**src/rtl/boot_pkg.sv**
```systemverilog
// boot_pkg: shared state encodings and constants for the UART boot loader
package boot_pkg;
  typedef enum logic [2:0] {WAIT_SYNC, LEN_H, LEN_L, DATA_H, DATA_L, CSUM, DONE} state_t;
  typedef enum logic [1:0] {RX_IDLE, RX_START, RX_DATA, RX_STOP} rx_state_t;
  localparam logic [7:0] SYNC_BYTE = 8'hA5;
endpackage

```
**src/rtl/uart_rx_byte.sv**
```systemverilog
// uart_rx_byte: 8N1 receiver with input synchronizer, mid-bit sampling and glitch rejection
module uart_rx_byte
  import boot_pkg::*;
#(
  parameter int CLKS_PER_BIT = 1250
) (
  input  logic       clk,
  input  logic       rst_n,
  input  logic       rx,
  output logic [7:0] byte_out,
  output logic       byte_valid,
  output logic       frame_err
);
  localparam int CW = $clog2(CLKS_PER_BIT);
  rx_state_t r_state, w_next;
  logic [1:0] r_sync;
  logic r_prev, r_valid, w_valid, r_ferr, w_ferr, w_rx, w_tick, w_half;
  logic [CW-1:0] r_cnt, w_cnt;
  logic [2:0] r_bit, w_bit;
  logic [7:0] r_shift, w_shift;
  assign w_rx = r_sync[1];
  assign w_tick = r_cnt == CW'(CLKS_PER_BIT - 1);
  assign w_half = r_cnt == CW'(CLKS_PER_BIT / 2 - 1);
  assign byte_out = r_shift;
  assign byte_valid = r_valid;
  assign frame_err = r_ferr;
  // synchronizer, edge history and receiver state registers; line resets to idle-high
  always_ff @(posedge clk or negedge rst_n) begin
    if (!rst_n) begin
      r_sync <= 2'b11;
      r_prev <= 1'b1;
      r_state <= RX_IDLE;
      r_cnt <= '0;
      r_bit <= '0;
      r_shift <= '0;
      r_valid <= 1'b0;
      r_ferr <= 1'b0;
    end else begin
      r_sync <= {r_sync[0], rx};
      r_prev <= w_rx;
      r_state <= w_next;
      r_cnt <= w_cnt;
      r_bit <= w_bit;
      r_shift <= w_shift;
      r_valid <= w_valid;
      r_ferr <= w_ferr;
    end
  end
  // bit timing: confirm start at half a bit, then sample each bit centre, stop bit last
  always_comb begin
    w_next = r_state;
    w_cnt = r_cnt + 1'b1;
    w_bit = r_bit;
    w_shift = r_shift;
    w_valid = 1'b0;
    w_ferr = 1'b0;
    case (r_state)
      RX_IDLE: begin
        w_cnt = '0;
        if (r_prev && !w_rx) w_next = RX_START;
      end
      RX_START: if (w_half) begin
        w_cnt = '0;
        w_bit = '0;
        w_next = w_rx ? RX_IDLE : RX_DATA;
      end
      RX_DATA: if (w_tick) begin
        w_cnt = '0;
        w_shift = {w_rx, r_shift[7:1]};
        w_bit = r_bit + 1'b1;
        if (r_bit == 3'd7) w_next = RX_STOP;
      end
      RX_STOP: if (w_tick) begin
        w_cnt = '0;
        w_valid = w_rx;
        w_ferr = !w_rx;
        w_next = RX_IDLE;
      end
      default: w_next = RX_IDLE;
    endcase
  end
endmodule

```
**src/rtl/uart_boot_loader.sv**
```systemverilog
// uart_boot_loader: receives a checksummed program image over UART and writes it to instruction memory
module uart_boot_loader
  import boot_pkg::*;
#(
  parameter int CLKS_PER_BIT = 1250,
  parameter int IMEM_WORDS = 4096
) (
  input  logic        clk,
  input  logic        rst_n,
  input  logic        rx,
  output logic [15:0] imem_w_addr,
  output logic [15:0] imem_din,
  output logic        imem_w_en,
  output logic        cpu_hold,
  output logic        load_done,
  output logic        load_error
);
  state_t r_state, w_next;
  logic [7:0] w_byte, r_hi, r_sum;
  logic w_valid, w_ferr, w_err, w_wr;
  logic r_wen, r_hold, r_done, r_err;
  logic [15:0] r_len, r_idx, r_addr, r_din;
  logic [16:0] w_len;
  assign w_len = {1'b0, r_len[15:8], w_byte};
  assign w_wr = w_valid && r_state == DATA_L;
  assign imem_w_addr = r_addr;
  assign imem_din = r_din;
  assign imem_w_en = r_wen;
  assign cpu_hold = r_hold;
  assign load_done = r_done;
  assign load_error = r_err;
  uart_rx_byte #(.CLKS_PER_BIT(CLKS_PER_BIT)) u_rx (
    .clk(clk),
    .rst_n(rst_n),
    .rx(rx),
    .byte_out(w_byte),
    .byte_valid(w_valid),
    .frame_err(w_ferr)
  );
  // next-state and error detection; any error drops back to hunting for SYNC
  always_comb begin
    w_next = r_state;
    w_err = w_ferr && r_state != WAIT_SYNC && r_state != DONE;
    if (w_valid) begin
      case (r_state)
        WAIT_SYNC: w_next = w_byte == SYNC_BYTE ? LEN_H : WAIT_SYNC;
        LEN_H:     w_next = LEN_L;
        LEN_L: begin
          w_err = w_len > 17'(IMEM_WORDS);
          w_next = w_len == '0 ? CSUM : DATA_H;
        end
        DATA_H:    w_next = DATA_L;
        DATA_L:    w_next = r_idx + 16'd1 == r_len ? CSUM : DATA_H;
        CSUM: begin
          w_err = w_byte != r_sum;
          w_next = DONE;
        end
        default:   w_next = r_state;
      endcase
    end
    if (w_err) w_next = WAIT_SYNC;
  end
  // datapath: length, word index, high-byte latch, checksum, write port and status flags
  always_ff @(posedge clk or negedge rst_n) begin
    if (!rst_n) begin
      r_state <= WAIT_SYNC;
      r_len <= '0;
      r_idx <= '0;
      r_hi <= '0;
      r_sum <= '0;
      r_addr <= '0;
      r_din <= '0;
      r_wen <= 1'b0;
      r_hold <= 1'b1;
      r_done <= 1'b0;
      r_err <= 1'b0;
    end else begin
      r_state <= w_next;
      r_wen <= w_wr;
      if (w_valid) r_sum <= r_state == WAIT_SYNC ? '0 : r_sum + w_byte;
      if (w_valid && r_state == LEN_H) r_len[15:8] <= w_byte;
      if (w_valid && r_state == LEN_L) begin
        r_len[7:0] <= w_byte;
        r_idx <= '0;
      end
      if (w_valid && r_state == DATA_H) r_hi <= w_byte;
      if (w_wr) begin
        r_addr <= r_idx;
        r_din <= {r_hi, w_byte};
        r_idx <= r_idx + 16'd1;
      end
      if (w_err) r_err <= 1'b1;
      else if (w_valid && r_state == WAIT_SYNC && w_byte == SYNC_BYTE) r_err <= 1'b0;
      if (r_state == CSUM && w_next == DONE) begin
        r_done <= 1'b1;
        r_hold <= 1'b0;
      end
    end
  end
endmodule

```
**config.mk**
```make
export PLATFORM = sky130hd
export DESIGN_NAME = uart_boot_loader
export DESIGN_NICKNAME = d
export VERILOG_FILES = /design/src/rtl/boot_pkg.sv /design/src/rtl/uart_rx_byte.sv /design/src/rtl/uart_boot_loader.sv
export SDC_FILE = /design/constraint.sdc
export NUM_CORES = 1
export LEC_CHECK = 0
export CAP_MARGIN = 10
export CORE_MARGIN = 3
export CORE_UTILIZATION = 30
export CTS_CLUSTER_SIZE = 40
export DETAILED_ROUTE_END_ITERATION = 10
export GPL_TIMING_DRIVEN = 1
export MAX_ROUTING_LAYER = met4
export SETUP_SLACK_MARGIN = 0.02
export SLEW_MARGIN = 15
export SYNTH_ARGS = -nofsm -noshare
export SYNTH_HDL_FRONTEND = slang
export SYNTH_SLANG_ARGS = --single-unit
```
**constraint.sdc**
```tcl
create_clock -name clk -period 2.38 [get_ports clk]
set_input_delay 0.238 -clock clk [delete_from_list [all_inputs] [get_ports clk]]
set_output_delay 0.238 -clock clk [all_outputs]
set_load 0.1 [all_outputs]
```
Word level (Yosys, flattened, before mapping). Index checks and enable logic that the tools add are counted.

Add/subtract/negate cells: 4. Magnitude comparators: 1. Equal/unequal tests: 21. Mux-type cells: 30. Reduce and logical (&&, ||, !) cells: 22.

Operators by type and width (count): $pmux W11 S3 (1); $mux W16 (2); $mux W11 (2); $mux W3 (6); $pmux W3 S6 (1); $logic_not A17 Y1 (1); $add A16 B1 Y16 const B (1); $eq A16 B16 Y1 (1); $gt A16 B13 Y1 const B (1); $eq A3 B3 Y1 const B (4); $mux W2 (6); $add A11 B1 Y11 const B (1); $eq A11 B10 Y1 const B (1); $eq A11 B11 Y1 const B (1); $logic_and A1 B1 Y1 (10); $ne A2 B1 Y1 const B (5); $add A8 B8 Y8 (1); $eq A8 B8 Y1 const B (1); $mux W1 (8); $mux W8 (1); $ne A8 B8 Y1 (1); $pmux W2 S4 (1); $eq A3 B2 Y1 const B (2); $pmux W3 S2 (1); 15 further kinds (18).

Flip-flop bits (word level): 116. Input bits: 3. Output and inout bits: 36. Logic and storage cells: 98.

Longest topological paths before layout. Gate-level depths: netlist (run 1).

Depth in word-level cells: 8. Gate-level depth with buffers: 9. Gate-level depth less buffers: 9.

By module. A second synthesis (run 1) with hierarchy kept.

Cells, all modules: 571. Area total of the unflattened synthesis: 5734.2 um^2.

By module, submodules not included: uart_boot_loader (times used 1, cells each 457, area an instance 4377.9 um^2, seq. area each 2178.3 um^2); uart_rx_byte (times used 1, cells each 114, area an instance 1356.3 um^2, seq. area each 729.4 um^2).

Least setup slack after synthesis (run 1). Ideal clock, no wire load.

Path type: flip-flop to flip-flop. From: register r_idx[0]. To: register r_state[1]. Library setup time: 0.120 ns. Arrival: 1.960 ns. Required time: 2.260 ns. Slack: 0.300 ns. Cell stages (with the launch flop): 8. Buffers on the path: 0. Clock period less this slack: 2.080 ns. Path through: dfrtp_1 > ha_1 > nand2_2 > nor4_4 > xnor2_1 > a2111oi_2 > nand4_1 > a31o_1.

Cells in the longest elaborated chain, start to end: 6.

RTL lines: start: declaration (line uart_boot_loader.sv:22) `logic [15:0] r_len, r_idx, r_addr, r_din;`; start signal: assignment (line uart_boot_loader.sv:90) `r_idx <= r_idx + 16'd1;`; $add A16 B1 Y16 (line uart_boot_loader.sv:53) `DATA_L: w_next = r_idx + 16'd1 == r_len ? CSUM : DATA_H;`; $eq A16 B16 Y1 (line uart_boot_loader.sv:53); $mux W3 (line uart_boot_loader.sv:53); $pmux W3 S6 (line uart_boot_loader.sv:45) `case (r_state)`; $mux W3 (line uart_boot_loader.sv:44) `if (w_valid) begin`; $mux W3 (line uart_boot_loader.sv:61) `if (w_err) w_next = WAIT_SYNC;`; net w_next[1] (line uart_boot_loader.sv:18) `state_t r_state, w_next;`; end signal: assignment (line uart_boot_loader.sv:78) `r_state <= w_next;`; end: declaration (line uart_boot_loader.sv:18).

The timed path passes the listed nets, and every way through them passes these cells. A chain may end at the register's enable or synchronous reset.

Worst setup path in the final report (run 1).
From: register r_idx[1]. To: register r_state[1].

The elaborated chain is that of the path after synthesis.

==> results of run 1 <==
[per-stage QoR]
stage               area (um^2)  power, mW  cells   util  hold slack, ps
floorplan                  5860       2.33    605      -           -57.6
global placement           6560       2.45    898  0.346             272
detailed placement         6560       2.46    898  0.346             272
CTS                        7210       5.24    931  0.380             213
global route               7230       5.39    931  0.381             224
finish                     7230       5.16    931  0.381             232
[critical path: stages, from the launching register on]
cell and delay [ps]:
dfrtp_1 410, ha_2 260, nand2_2 150, nor4_4 340
xnor2_1 130, a2111oi_2 370, nand4_1 200, a31o_1 260
[power by group through the flow]
stage | clock, mW | combinational (mW) | sequential [mW]
global placement | 0 | 0.355 | 2.09
CTS | 2.82 | 0.366 | 2.06
floorplan | 0 | 0.247 | 2.08
detailed placement | 0 | 0.365 | 2.09
global route | 2.91 | 0.414 | 2.07
finish | 2.75 | 0.355 | 2.06
[state kept, by name, summed over array words and instances (netlist names), named ones only]
register,cells
imem_din,16
imem_w_addr,16
r_idx,16
r_len,16
u_rx.r_cnt,11
r_hi,8
r_sum,8
u_rx.byte_out,8
r_state,3
u_rx.r_bit,3
u_rx.r_sync,2
cpu_hold,1
imem_w_en,1
load_done,1
load_error,1
u_rx.byte_valid,1
u_rx.frame_err,1
u_rx.r_prev,1
u_rx.r_state,1
[cells by family (layout without fill, tap and decap cells)]
| logic type | after synthesis | in the layout | synth area share |
|---|---|---|---|
| AO/OA/AOI/OAI | 92 | 92 | 0.104 |
| XOR/XNOR | 35 | 35 | 0.0523 |
| adder cells (fa/ha/maj) | 18 | 18 | 0.0397 |
| buffers and inverters | 52 | 118 | 0.0357 |
| flip-flops | 116 | 116 | 0.497 |
| multiplexers | 28 | 28 | 0.0534 |
| AND/OR/NAND/NOR | 264 | 264 | 0.218 |
[final timing paths]
check | to | slack (ps) | depth (start not counted)
max | r_state[1] | 160 | 7
min | u_rx.r_sync[0] | 230 | 1
max reg2reg | r_state[1] | 160 | 7
min reg2reg | u_rx.r_sync[1] | 350 | 0
max in group asynchronous | u_rx.r_prev | 1320 | 3
min in group asynchronous | r_len[2] | 360 | 2
[metal layers]
layer,vias up,wire [um],track usage
li1,2184,-,-
met1,2168,6400,0.181
met2,87,6450,0.214
met3,14,591,0.0358
met4,0,144,0.0418
met5,-,0,-
[placed cells by master (no fill, tap or decap), types with 5 or more instances in the layout]
master     Yosys  layout
nand3_1       19      18
and3_1         7       7
nor2_1        44      44
xor2_1        10      10
a21oi_1        8       8
nand4_1        8       8
inv_1         21      21
ha_1          17      16
nand2b_1       8       8
mux2_2        26      26
buf_4          0      61
clkbuf_16      0      17
o21ai_0       41      41
nor2b_1        6       6
dfrtp_1      112     111
nor4_1         8       6
nand2_1      129     129
and2_1         5       5
nor3_1        10       9
xnor2_1       25      25
[layout make-up]
type                            instances  area (um^2)
Sequential cell                       116         2910
Timing Repair Buffer                   65          518
Clock inverter                         12          178
Inverter                               21         78.8
Clock buffer                           20          457
Fill cell                            1885        11700
Multi-Input combinational cell        437         2760
Tap cell                              260          325
[timing repair]
item | in CTS | in global routing
gates resized for setup | 0 | 6
endpoints found under the setup margin | 0 | 3
hold buffers | 1 | 0
hold endpoints to repair | 35 | 0
==> run summary, run 1 <==
Synth top area cells -> dfrtp_1 (48%), nand2_1 (8.3%), mux2_2 (5.0%), xnor2_1 (3.7%), ha_1 (3.6%)
Worst vdd ir -> 0.482 mV
Fin worst setup slack -> 164 ps
Clock Skews -> 7.84 ps
Die W -> 146 um
I/O Pins -> 39
Clock root buffer -> clkbuf_16
Largest net degree at the start of global routing -> 59
Worst setup startpoint -> r_idx[1]
GR Overflow Total -> 0
Cell internal pwr -> 3.95 mW
Share of cells above drive strength 1 -> 0.212
Post-synth EDFFs -> 0
Sw Pwr -> 1.21 mW
CTS tree -> built
Core Area -> 0.0190 mm^2
Clk_lat worst skew -> 420 ps
Vias in the first global route -> 4390
Postcts setup bufs -> 0
Max-cap violations -> 0
Crit end category -> flop
Part of the power in registers -> 0.399
Die area -> 0.0212 mm^2
Sequential-to-total area share from yosys stat -> 0.497
Synth cell count leaders -> nand2_1 (129), dfrtp_1 (112), nor2_1 (44)
DP Worst Slack -> 65.5 ps
CTS buffer count -> 17
Hold Path Class -> input pin to flop
DR vias -> 4453
Synthesized area -> 0.00586 mm^2
Tmin final -> 2220 ps
CP required -> 2690 ps
Die extent in y -> 146 um
Ys async rst share -> 1.00
GRT Util Overall -> 0.139
Actual slew at the worst max-slew pin -> 829 ps
Clk pwr share -> 0.532
RSZ-0062 raised after global routing -> yes
Ant diodes -> 0
Leak -> 3.49 nW
Dpl hpwl -> 9380 um
Worst-path clk slew -> 60 ps
Outcome -> completed
Max frequency -> 451 MHz
Avg Cell Area, Syn -> 9.68 um^2
Final slew viol count -> 0
Setup violators final -> 0
Synthesis Warnings -> 0
Clock tree buffer depth -> 2
Final worst path period share -> 0.931
Post-synth top flop -> dfrtp_1
Net Count, Synth -> 626
Hold Path Origin -> rx
Drt wl/cell -> 14.6 um
Num rows -> 50
Starting Density -> 0.309
Reg-to-reg startpoint -> r_idx[1]
Top-count cell post-synth -> nand2_1
First-pass GRT wire length -> 23300 um
Share of the synthesized area in the top cell type -> 0.479
H-tree depth -> 4
Worst Setup Path Type -> flop to flop
Slew HR -> 0.445
Initial antenna violation count -> 0
CTS Sinks -> 116
Gate Count Post-Synth -> 605
Sw Share -> 0.235
Hold violation total from the final report -> 0
Via density -> 4.78
Synth cell types -> 65
Drt drc -> 0
Area growth from synthesis to layout -> 23.5%
Crit path DAT -> 2520 ps
Synthesis-stage register bit count -> 116
Power Density -> 714 mW/mm^2
IO Port Bufs -> 38
Antenna-violating nets left -> 0
Nets@finish -> 679
CP Launch Type -> flop
Setup TNS -> 0 ps
RePlAce Congestion -> 0.835
DRT Wirelength -> 13600 um
DRT Pass-1 Iters -> 4
Synth area leader -> dfrtp_1
Worst-path maximum fanout -> 7
Initial drt markers -> 236
Logic pwr share -> 0.069
Power figures use the tool's default switching activity.
==> run 2, diff against run 1 <==
--- a/config.mk
+++ b/config.mk
@@ -6,6 +6,7 @@
 export NUM_CORES = 1
 export LEC_CHECK = 0
 export CAP_MARGIN = 10
+export CORE_ASPECT_RATIO = 1.1
 export CORE_MARGIN = 3
 export CORE_UTILIZATION = 30
 export CTS_CLUSTER_SIZE = 40
==> run 2 against run 1 <==
  * Wire length rose by 2.1%
  * Clock power barely moved
  * Critical path type unchanged
  * Fmax rose by 1.6%
  * Sequential power barely moved
  * Die area barely moved
  * Critical path depth did not move
  * Largest cell class unchanged
  * Non-clock buffer count rose by 2
  * Combinational power barely moved
  * Via count barely moved
==> run summary, run 2 (synthesized netlist as in run 1, its figures left out) <==
Most frequent cells in the layout -> nand2_1 (129), dfrtp_1 (112), buf_4 (63)
Register Area -> 0.00291 mm^2
Placed insts -> 883
DR vias -> 4449
Leak -> 3.50 nW
Clock Skews -> 16.4 ps
Fin util -> 0.383
RePlAce Congestion -> 0.856
Drt drc -> 0
Vias in the first global route -> 4432
Crit end category -> flop
Via density -> 4.86
Antenna-violating nets left -> 0
CP required -> 2680 ps
Clock root buffer -> clkbuf_16
H-tree depth -> 4
Actual slew at the worst max-slew pin -> 951 ps
CTS tree -> built
Hold Path Class -> input pin to flop
Share of cells above drive strength 1 -> 0.208
Final worst path period share -> 0.916
Hold Path Origin -> rx
Drt wl/cell -> 15.1 um
Nets@finish -> 681
Worst Setup Path Type -> flop to flop
IO Port Bufs -> 38
Area after DPL -> 0.00656 mm^2
Crit path DAT -> 2480 ps
Initial drt markers -> 222
Clock tree buffer depth -> 2
Max frequency -> 459 MHz
Worst Hold Depth -> 1
Worst-path clk slew -> 50 ps
Die area -> 0.0212 mm^2
GRT Util Overall -> 0.139
Area growth from synthesis to layout -> 23.1%
I/O Pins -> 39
Slew HR -> 0.363
Clk_lat worst skew -> 430 ps
Worst vdd ir -> 0.623 mV
Die W -> 139 um
DRT Wirelength -> 13900 um
R2r endpoint -> r_state[1]
Worst Reg2Reg Path Length in Cells -> 7
Post-route insts no fill -> 916
R2R setup slack -> 200 ps
Finished Cell Area -> 0.00721 mm^2
Tmin final -> 2180 ps
Largest net degree at the start of global routing -> 59
Dpl hpwl -> 9710 um
GR Overflow Total -> 0
RSZ-0062 raised after global routing -> no
Power Density -> 719 mW/mm^2
Commonest non-fill, non-tap cell in the layout -> nand2_1
Hold endpoint -> u_rx.r_sync[0]
Worst-path maximum fanout -> 5
Setup TNS -> 0 ps
Ant diodes -> 0
DRT Pass-1 Iters -> 5
Die extent in y -> 153 um
Reg-to-reg startpoint -> r_idx[1]
Outcome -> completed
CTS Sinks -> 116
First-pass GRT wire length -> 23100 um
Final slew viol count -> 0
Fillers -> 1828
CTS buffer count -> 17
Hold violation total from the final report -> 0
Setup violators final -> 0
Core Area -> 0.0188 mm^2
Num rows -> 52
Max-cap violations -> 0
Initial antenna violation count -> 0
Starting Density -> 0.311
Multi-input logic area -> 0.00275 mm^2
CP Launch Type -> flop
-- run 2: changes by cell type in the layout (fill, tap and decap cells not counted), moves of 2 or more --
cell and change:
buf_4 +2, clkinv_2 -2, clkinvlp_4 +2, inv_6 +2, nor4_1 +2, nor4_2 -2
-- run 2: area by class of cell --
class / count / area share
Timing Repair Buffer: 67 / 0.0739
Inverter: 21 / 0.0109
Tap cell: 243 / 0.0422
Clock buffer: 18 / 0.0609
Sequential cell: 116 / 0.403
Clock inverter: 14 / 0.0278
Multi-Input combinational cell: 437 / 0.381
-- run 2: repair_timing --
action	CTS	global route
resized for setup	0	1
hold buffers	1	0
setup endpoints to repair	0	3
hold endpoints to repair	34	0
setup buffers	0	0
-- run 2: stage by stage --
step,power [mW],hold slack [ps],setup slack (ps)
3_5_place_dp,2.45,243,205
3_3_place_gp,2.45,239,190
4_1_cts,5.26,201,210
2_1_floorplan,2.33,-57.6,300
6_report,5.19,218,199
5_1_grt,5.43,218,25.0
-- run 2: worst max path at each step --
stage / start / depth (start not counted) / slack [ps] / endpoint
floorplan: r_idx[0] / 7 / 300 / r_state[1]
global placement: u_rx.byte_out[6] / 8 / 190 / r_state[2]
detailed placement: u_rx.byte_out[1] / 7 / 210 / r_sum[7]
CTS: r_idx[1] / 7 / 210 / r_state[1]
global route: u_rx.byte_out[6] / 8 / 20 / r_state[2]
finish: r_idx[1] / 7 / 200 / r_state[1]
-- run 2: power by group --
| part | switching, mW | internal (mW) |
|---|---|---|
| Combinational | 0.232 | 0.120 |
| Sequential | 0.0437 | 2.02 |
| Clock | 0.982 | 1.79 |
-- run 2: per-layer routing --
layer | wire length [um] | global-route usage
met1 | 6150 | 0.162
met2 | 7100 | 0.231
met3 | 449 | 0.0399
met4 | 171 | 0.0457
met5 | 0 | -
-- run 2: critical path, stage by stage (launching register included) --
cell and delay, ps:
dfrtp_1 420, ha_1 290, nand2_2 120, nor4_4 320, xnor2_1 130, a2111oi_2 350, nand4_1 180, a31o_1 250
==> run 3, diff against run 2 <==
==> constraint.sdc (replaced) <==
create_clock -name clk -period 2.38 [get_ports clk]
set_input_delay 0.238 -clock clk [delete_from_list [all_inputs] [get_ports clk]]
set_output_delay 0.238 -clock clk [all_outputs]
set_load 0.05 [all_outputs]
==> run 3 against run 2 <==
  * Clock skew decreased by 6.8 ps
  * Combinational power hardly changed
  * Largest cell class unchanged
  * Largest power group unchanged
  * Global-route usage increased by 0.17 points
  * Via count rose by 0.29%
  * Non-clock buffer count rose by 3
  * Critical path depth is the same
  * Fmax rose by 1.2%
==> run summary, run 3 (synthesized netlist as in run 1, its figures left out) <==
Hold violation total from the final report -> 0
CP required -> 2690 ps
DRT Wirelength -> 13800 um
First-pass GRT wire length -> 23600 um
Cell internal pwr -> 3.79 mW
Met3 Resource Use GR -> 0.0383
Sw Pwr -> 1.26 mW
Vias in the first global route -> 4503
DP Worst Slack -> 176 ps
GRT Max-Usage Layer -> met2
Drt drc -> 0
DRT Pass-1 Iters -> 4
Tmin final -> 2160 ps
Met1 usage in global routing -> 0.173
GRT Util Overall -> 0.141
Antenna-violating nets left -> 0
Logic pwr share -> 0.070
Family with the most delay on the worst path -> compound AO/OA/AOI/OAI gates
Clock tree buffer depth -> 2
Met2 GRT Util -> 0.225
Clk_lat worst skew -> 420 ps
Hold Path Class -> input pin to flop
RePlAce Congestion -> 0.856
Worst-path clk slew -> 60 ps
H-tree depth -> 4
Max-cap violations -> 0
Crit path DAT -> 2460 ps
Share of cells above drive strength 1 -> 0.163
RSZ-0062 raised after global routing -> no
Crit end category -> flop
CTS buffer count -> 17
Final slew viol count -> 0
IO Port Bufs -> 38
DR vias -> 4462
Slew HR -> 0.342
Setup violators final -> 0
Outcome -> completed
Leak -> 3.41 nW
I/O Pins -> 39
Area growth from synthesis to layout -> 24.6%
Die extent in y -> 153 um
Actual slew at the worst max-slew pin -> 983 ps
Setup TNS -> 0 ps
Ant diodes -> 0
Die area -> 0.0212 mm^2
Starting Density -> 0.311
Initial drt markers -> 263
Num rows -> 52
Commonest non-fill, non-tap cell in the layout -> nand2_1
Power Density -> 691 mW/mm^2
Sw Share -> 0.249
CP most frequent cell -> a21o_1
CTS tree -> built
Slowest cell on crit path -> dfrtp_1
CP Launch Type -> flop
Clock root buffer -> clkbuf_16
Worst-path cell chain -> ha_1 > a21o_1 > a21o_1 > a22o_1 > o41ai_2 > xnor2_1 > a221o_1
Fillers -> 1867
Core Area -> 0.0188 mm^2
Dpl hpwl -> 9550 um
CP bufs+invs -> 0
Part of the power in registers -> 0.409
GR Overflow Total -> 0
Clk pwr share -> 0.521
Initial antenna violation count -> 0
Worst Setup Path Type -> flop to flop
Critical Path Max Stage Delay -> 420 ps
Worst vdd ir -> 0.515 mV
Fin worst setup slack -> 224 ps
Drt wl/cell -> 15.0 um
Max frequency -> 464 MHz
Largest net degree at the start of global routing -> 60
Final worst path period share -> 0.906
Most frequent cells in the layout -> nand2_1 (129), dfrtp_1 (112), nor2_1 (44)
CTS Sinks -> 116
Clock Skews -> 9.64 ps
Via density -> 4.86
Worst-path maximum fanout -> 5
R2R setup slack -> 220 ps
Die W -> 139 um
Nets@finish -> 684
Fin Hold WS -> 227 ps
-- run 3: cell count changes in the layout (fill, tap and decap cells not counted), sizes merged --
| cell | before | now |
|---|---|---|
| clkdlybuf4s50 | 1 | 37 |
| buf | 65 | 32 |
| clkinvlp | 3 | 5 |
| bufinv | 4 | 3 |
| clkbuf | 18 | 17 |
-- run 3: worst paths after layout --
check | cells after the start | from | to
max | 7 | u_rx.byte_out[1] | r_sum[7]
min | 1 | rx | u_rx.r_sync[0]
max reg2reg | 7 | u_rx.byte_out[1] | r_sum[7]
min reg2reg | 0 | u_rx.r_sync[0] | u_rx.r_sync[1]
max in group asynchronous | 3 | rst_n | u_rx.r_prev
min in group asynchronous | 2 | rst_n | r_idx[15]
-- run 3: layer usage --
metal | share of wire | vias up
li1 | - | 2196
met1 | 0.45 | 2188
met2 | 0.51 | 65
met3 | 0.034 | 13
met4 | 0.014 | 0
met5 | 0 | -
-- run 3: cell type report --
cell class / count / area (um^2) / share of cell area
Clock buffer: 17 / 425 / 0.0583
Clock inverter: 15 / 181 / 0.0249
Inverter: 21 / 78.8 / 0.0108
Multi-Input combinational cell: 437 / 2760 / 0.379
Sequential cell: 116 / 2910 / 0.399
Tap cell: 243 / 304 / 0.0417
Timing Repair Buffer: 70 / 633 / 0.0868
-- run 3: power by group through the flow --
| stage | combinational, mW | clock [mW] | sequential, mW |
|---|---|---|---|
| 2_1_floorplan | 0.247 | 0 | 2.08 |
| 3_3_place_gp | 0.351 | 0 | 2.09 |
| 3_5_place_dp | 0.360 | 0 | 2.09 |
| 4_1_cts | 0.362 | 2.69 | 2.06 |
| 5_1_grt | 0.413 | 2.77 | 2.07 |
| 6_report | 0.353 | 2.63 | 2.06 |
-- run 3: per-stage QoR --
stage / total power, mW / instance area, um^2 / utilization / cells
after floorplan: 2.33 / 5860 / - / 605
after global placement: 2.44 / 6650 / 0.354 / 885
after detailed placement: 2.45 / 6650 / 0.354 / 885
after CTS: 5.11 / 7270 / 0.386 / 918
after global routing: 5.25 / 7290 / 0.388 / 919
final: 5.04 / 7290 / 0.388 / 919
-- run 3: what timing repair did --
action | 4_1_cts | 5_1_grt
gates resized for setup | 0 | 4
hold buffers | 1 | 0
setup endpoints to repair | 0 | 3
endpoints found under the hold margin | 37 | 0
setup buffers | 0 | 1
-- run 3: worst register-to-register path: stages (launching register included) --
cell and delay [ps]:
dfrtp_1 420, ha_1 300, a21o_1 180, a21o_1 190, a22o_1 200, o41ai_2 350, xnor2_1 110, a221o_1 290
